===== src/rtl/ppu_vga_scaler.sv =====
// ppu_vga_scaler
//   Bridges the PPU pixel pipeline to a 640x480@60 VGA output (800x525 total).
//   The PPU writes one 256-pixel NES scanline of 6-bit palette indices at a
//   time into a ping-pong line buffer. Each buffered line is scanned out twice
//   (two VGA lines), each pixel doubled horizontally, and the 512x480 image is
//   centred between black borders. A 64-entry palette ROM yields RGB332.
//
// Ports
//   clk           VGA pixel clock; the PPU side uses enables in this domain
//   rst           synchronous, active-high reset
//   wr_en         write wr_pix into column wr_x of the current write bank
//   wr_x          NES column (0..255)
//   wr_pix        palette index
//   wr_line_done  1-cycle pulse: current write bank is complete
//   wr_ready      current write bank is free (PPU stalls while low)
//   frame_start   1-cycle pulse at hcount==0, vcount==0
//   underflow     sticky: a line pair began with no full bank
//   hsync_n       VGA hsync, active low
//   vsync_n       VGA vsync, active low
//   vga_r/g/b     RGB332 pixel, 2 cycles behind the counters
module ppu_vga_scaler #(
  parameter int H_BORDER = 64,
  parameter int PIX_W    = 6,
  parameter int LINE_LEN = 256
) (
  input  logic             clk,
  input  logic             rst,
  input  logic             wr_en,
  input  logic [7:0]       wr_x,
  input  logic [PIX_W-1:0] wr_pix,
  input  logic             wr_line_done,
  output logic             wr_ready,
  output logic             frame_start,
  output logic             underflow,
  output logic             hsync_n,
  output logic             vsync_n,
  output logic [2:0]       vga_r,
  output logic [2:0]       vga_g,
  output logic [1:0]       vga_b
);

  localparam logic [9:0] H_LAST    = 10'd799;
  localparam logic [9:0] V_LAST    = 10'd524;
  localparam logic [9:0] V_VISIBLE = 10'd480;
  localparam logic [9:0] HS_FIRST  = 10'd656;
  localparam logic [9:0] HS_LAST   = 10'd751;
  localparam logic [9:0] VS_FIRST  = 10'd490;
  localparam logic [9:0] VS_LAST   = 10'd491;
  localparam logic [9:0] WIN_LO    = 10'(H_BORDER);
  localparam logic [9:0] WIN_HI    = 10'(H_BORDER + 2 * LINE_LEN);

  typedef enum logic [1:0] {IDLE, SHOW0, SHOW1} rd_state_e;

  logic [9:0]       hcount, vcount;
  rd_state_e        state, state_nx;
  logic [1:0]       full, full_nx;
  logic             wr_bank, rd_bank;
  logic             pair_start, line_end, accept_done;
  logic             release_bank, underflow_set;
  logic             in_window;
  logic [7:0]       nes_x;
  logic [PIX_W-1:0] line_ram [0:2*LINE_LEN-1];
  logic [PIX_W-1:0] rd_pix;
  logic             draw_d1, hs_d1, vs_d1;
  logic [7:0]       rgb;

  // Fixed palette: channels are a scrambled view of the index, never all-zero
  // for index 0 so the first colour is distinguishable from the border.
  function automatic logic [7:0] pal_rom(input logic [5:0] idx);
    return {idx[2:0], idx[5:3], idx[5:4] ^ idx[1:0]} ^ 8'hA5;
  endfunction

  assign line_end    = (hcount == H_LAST);
  assign pair_start  = (hcount == 10'd0) && (vcount < V_VISIBLE) && !vcount[0];
  assign accept_done = wr_line_done && !full[wr_bank];
  assign wr_ready    = ~full[wr_bank];
  // Counters sit at zero throughout reset; gating keeps the pulse for the
  // first cycle after release only.
  assign frame_start = !rst && (hcount == 10'd0) && (vcount == 10'd0);

  // Read-side FSM: one full bank is held for a pair of VGA lines.
  always_comb begin
    // NOTE: every output of this block gets a default first so no path
    // leaves a value unassigned, which would infer a latch.
    state_nx      = state;
    release_bank  = 1'b0;
    underflow_set = 1'b0;
    case (state)
      IDLE: begin
        if (pair_start) begin
          if (full[rd_bank]) state_nx = SHOW0;
          else               underflow_set = 1'b1;
        end
      end
      SHOW0: if (line_end) state_nx = SHOW1;
      SHOW1: begin
        if (line_end) begin
          state_nx     = IDLE;
          release_bank = 1'b1;
        end
      end
      default: state_nx = IDLE;
    endcase
  end

  // Writer sets full[wr_bank], reader clears full[rd_bank]; the writer never
  // owns a full bank, so the two indices differ whenever both fire.
  always_comb begin
    full_nx = full;
    if (accept_done)  full_nx[wr_bank] = 1'b1;
    if (release_bank) full_nx[rd_bank] = 1'b0;
  end

  always_ff @(posedge clk) begin
    if (rst) begin
      hcount    <= '0;
      vcount    <= '0;
      state     <= IDLE;
      full      <= '0;
      wr_bank   <= 1'b0;
      rd_bank   <= 1'b0;
      underflow <= 1'b0;
    end else begin
      // NOTE: state registers use non-blocking assignments so every flop
      // samples pre-edge values regardless of statement order.
      if (line_end) begin
        hcount <= '0;
        vcount <= (vcount == V_LAST) ? 10'd0 : vcount + 10'd1;
      end else begin
        hcount <= hcount + 10'd1;
      end
      state <= state_nx;
      full  <= full_nx;
      if (accept_done)   wr_bank   <= ~wr_bank;
      if (release_bank)  rd_bank   <= ~rd_bank;
      if (underflow_set) underflow <= 1'b1;
    end
  end

  assign in_window = (state != IDLE) && (vcount < V_VISIBLE) &&
                     (hcount >= WIN_LO) && (hcount < WIN_HI);
  assign nes_x     = 8'((hcount - WIN_LO) >> 1);

  // NOTE: the line RAM has no reset; stale contents are never displayed
  // because the full flags, which are reset, gate every read.
  always_ff @(posedge clk) begin
    if (wr_en && !full[wr_bank]) line_ram[{wr_bank, wr_x}] <= wr_pix;
    rd_pix <= line_ram[{rd_bank, nes_x}];
  end

  // Stage 1 carries RAM read alongside the delayed flags; stage 2 does the
  // palette lookup, so syncs and pixels leave together.
  always_ff @(posedge clk) begin
    if (rst) begin
      draw_d1 <= 1'b0;
      hs_d1   <= 1'b1;
      vs_d1   <= 1'b1;
      hsync_n <= 1'b1;
      vsync_n <= 1'b1;
      rgb     <= '0;
    end else begin
      draw_d1 <= in_window;
      hs_d1   <= !((hcount >= HS_FIRST) && (hcount <= HS_LAST));
      vs_d1   <= !((vcount >= VS_FIRST) && (vcount <= VS_LAST));
      hsync_n <= hs_d1;
      vsync_n <= vs_d1;
      rgb     <= draw_d1 ? pal_rom(rd_pix) : 8'd0;
    end
  end

  assign vga_r = rgb[7:5];
  assign vga_g = rgb[4:2];
  assign vga_b = rgb[1:0];

endmodule


===== config.mk =====
export PLATFORM = sky130hd
export DESIGN_NAME = ppu_vga_scaler
export DESIGN_NICKNAME = d
export VERILOG_FILES = /design/src/rtl/ppu_vga_scaler.sv
export SDC_FILE = /design/constraint.sdc
export NUM_CORES = 2
export LEC_CHECK = 0
export CAP_MARGIN = 40
export CORE_ASPECT_RATIO = 0.75
export CORE_MARGIN = 1.5
export CORE_UTILIZATION = 30
export CTS_CLUSTER_SIZE = 24
export DETAILED_ROUTE_END_ITERATION = 10
export SYNTH_ARGS = -nofsm -noshare
export SYNTH_HDL_FRONTEND = slang
export SYNTH_SLANG_ARGS = --single-unit

===== constraint.sdc =====
create_clock -name clk -period 3 [get_ports clk]
set_input_delay 0.75 -clock clk [delete_from_list [all_inputs] [get_ports clk]]
set_output_delay 0.75 -clock clk [all_outputs]
set_load 0.05 [all_outputs]

==> summary.md <==
| Metric | Value |
|---|---|
| CTS tree | `yes` |
| Worst Setup End Kind | `flip-flop` |
| Critical path class | `flip-flop to flip-flop` |
| Worst slew pin tran | `0.8063 ns` |
| Pwr per Cell Area | `603.9 nW/µm²` |
| Layout area overhead | `22.79%` |
| Pre-CTS setup slack | `-0.6256 ns` |
| Routability cong. | `0.8754` |
| H-tree levels | `5` |
| Peak VDD IR | `0.4821 mV` |
| Finished Cell Area | `149900 µm²` |
| Cells after DPL | `12.44k` |
| #FFs+latches synth | `3118` |
| PnR worst setup slack | `-0.2478 ns` |
| Worst setup SP type | `flip-flop` |
| YS warnings | `0` |
| Hold Violations, Final | `0` |
| Final setup fails | `7` |
| Post-detailed-route count of antenna-violating nets | `0` |
| Initial Util | `0.3018` |
| Mapped cell area | `122000 µm²` |
| CP max FO | `14` |
| First-pass GRT wire length | `513400 µm` |
| Drt total wl | `366700 µm` |
| Failing checks | `setup timing` |
| CTS Buf Count | `298` |
| Vias per cell | `5.230` |
| Vias in the first global route | `66.62k` |
| Total Nets Final | `7380` |
| Root Buffer | `clkbuf_16` |
| Worst hold path type | `input port to flip-flop` |
| Tcrit/Tclk final | `1.083` |
| Tot Pwr | `90.51 mW` |
| Avg Cell Area, Syn | `20.37 µm²` |
| CTS max path bufs | `4` |
| Mapped Cells | `5991` |
| R2R depth | `12` |
| Hold slack | `0.2754 ns` |
| HPWL Detailed | `243600 µm` |
| EDFF count, synth | `3072` |
| Share of post-route cells with drive strength above 1 | `0.3435` |
| LEAKAGE | `48.82 nW` |
| Die H | `555.4 µm` |
| Initial drt markers | `10.55k` |
| Most used DFF post-synth | `edfxtp_1` |
| Sinks on the clock net | `3118` |
| Clk_lat worst skew | `0.88 ns` |
| Grt total ovfl | `0` |
| Net Count, Synth | `6017` |
| F_max | `307.9 MHz` |
| DRT Pass-1 Iters | `8` |
| GRT Overall Usage | `0.1735` |
| Hold Crit Depth | `1` |
| # port buffers | `30` |
| IO Count | `31` |
| Width of the die | `739.5 µm` |
| Vias | `67.93k` |
| Largest net degree at the start of global routing | `115` |
| Setup_tns | `-1.350 ns` |
| Normalized max-slew margin | `0.4592` |
| Final Critical Period | `3.248 ns` |
| Fraction of registers with async set/reset | `0` |
| Avg WL per Cell | `28.23 µm` |
| WP data arrival | `3.97 ns` |
| Initial antenna violation count | `31` |
| Placement Cell Area | `139900 µm²` |
| DR DRC count | `0` |
| Final Max Tran Viols | `0` |
| Yosys cell types | `75` |
| Required time worst endpoint | `3.72 ns` |
| Post-Layout Cell Count | `12.99k` |
| Final Core Density | `0.3706` |
| Core area | `404400 µm²` |
| Final Skew | `0.03966 ns` |
| Sequential share of the synthesized area | `0.7634` |
| Max-Cap Viols | `0` |
| Clock slew at reported path FFs | `0.06 ns` |
| Die Footprint | `410700 µm²` |
| Run status | `complete, but fails checks` |
| Row Count | `202` |
| Unrepaired setup endpoints after global routing | `true` |
==> power by group <==
part / internal, mW / switching, mW / total, mW / leakage [nW]
combinational: 2.64 / 3.33 / 5.97 / 16.3
sequential: 47.8 / 0.0412 / 47.9 / 28.0
clock: 20.4 / 16.2 / 36.7 / 4.51
==> area by class of cell <==
class / count / area (µm²)
clock inverter: 169 / 1500
tap: 5406 / 6764
sequential: 3118 / 93190
timing repair buffer: 1448 / 13440
antenna: 12 / 30.03
fill: 36840 / 254500
multi-input combinational: 2473 / 27150
inverter: 15 / 68.82
clock buffer: 348 / 7719
==> worst max-delay path, stage by stage (launching register included) <==
cell     delay, ns
dfxtp_4       0.40
buf_16        0.21
buf_8         0.23
buf_4         0.16
mux4_2        0.50
mux2i_1       0.21
o21ai_0       0.20
buf_4         0.19
o32ai_2       0.38
o32ai_1       0.15
buf_2         0.20
a21oi_1       0.14
a31oi_1       0.07
==> final timing paths <==
kind,start,endpoint,slack [ns]
setup / recovery,hcount[1],rd_pix[1],-0.25
hold / removal,wr_pix[5],line_ram[6][5],0.28
setup reg to reg,hcount[1],rd_pix[1],-0.25
hold reg to reg,vs_d1,vsync_n,0.43
==> layer usage <==
| metal | up-vias | wire (µm) | track usage |
|---|---|---|---|
| met2 | 4069 | 157000 | 0.2501 |
| met1 | 35860 | 153900 | 0.2611 |
| met4 | 2 | 7870 | 0.03586 |
| li1 | 27500 | - | - |
| met5 | - | 13 | 0 |
| met3 | 501 | 47950 | 0.04811 |
==> synth_stat cells, drive strengths merged, types with 9 or more instances <==
cell type	count	share of area
a2111oi	13	0.00093
a211oi	17	0.0010
a21oi	86	0.0035
a221oi	53	0.0038
a22o	20	0.0014
a22oi	83	0.0051
a31oi	11	0.00056
and2	9	0.00046
buf	187	0.012
clkbuf	198	0.0061
dfxtp	46	0.0075
edfxtp	3072	0.76
inv	13	0.00040
mux2	53	0.0049
mux2i	281	0.023
mux4	673	0.13
nand2	157	0.0048
nand3	30	0.0012
nand4	13	0.00067
nor2	596	0.018
nor2b	24	0.0012
nor3	31	0.0013
nor4	11	0.00056
o211ai	18	0.0011
o21ai	72	0.0030
o221ai	23	0.0017
o22ai	56	0.0029
o32ai	12	0.00086
xnor2	9	0.00065
xor2	11	0.00079
==> registers in the layout (all words and copies together) (netlist names), 2 cells and up <==
| signal | flops |
|---|---|
| full | 2 |
| hcount | 10 |
| line_ram | 3072 |
| rd_pix | 6 |
| rgb | 8 |
| state | 2 |
| vcount | 10 |
==> cell usage in the layout, fill, tap and decap left out, types with 22 or more instances in the layout <==
cell and instances:
bufinv_16 23, nand3_1 25, buf_12 171, buf_4 1215, clkbuf_1 46, o221ai_1 22, nand2_1 143, dfxtp_1 40
clkinv_2 50, a21oi_1 85, clkbuf_16 302, o22ai_1 53, o21ai_0 64, nor2_1 592, mux4_1 57, a221oi_1 50
a22oi_1 76, nor3_1 24, edfxtp_1 3072, mux2_2 53, mux2i_1 272, clkinv_1 70, mux4_2 616, clkdlybuf4s50_1 22
==> what timing repair did <==
action	4_1_cts	5_1_grt
resized for setup	92	14
gates cloned	2	1
pin swaps	13	3
endpoints found under the hold margin	0	0
setup endpoints to repair	7	7
buffers inserted	15	7
hold buffers	0	0
==> cell families after synthesis <==
logic type / after synthesis / share of synthesized area
AO/OA/AOI/OAI: 523 / 0.03031
XOR/XNOR: 20 / 0.001435
AND/OR/NAND/NOR: 915 / 0.03130
adder cells (fa/ha/maj): 8 / 0.0008202
flip-flops: 3118 / 0.7634
multiplexers: 1007 / 0.1539
buffers and inverters: 400 / 0.01879
(Power assumes the default switching activity.)
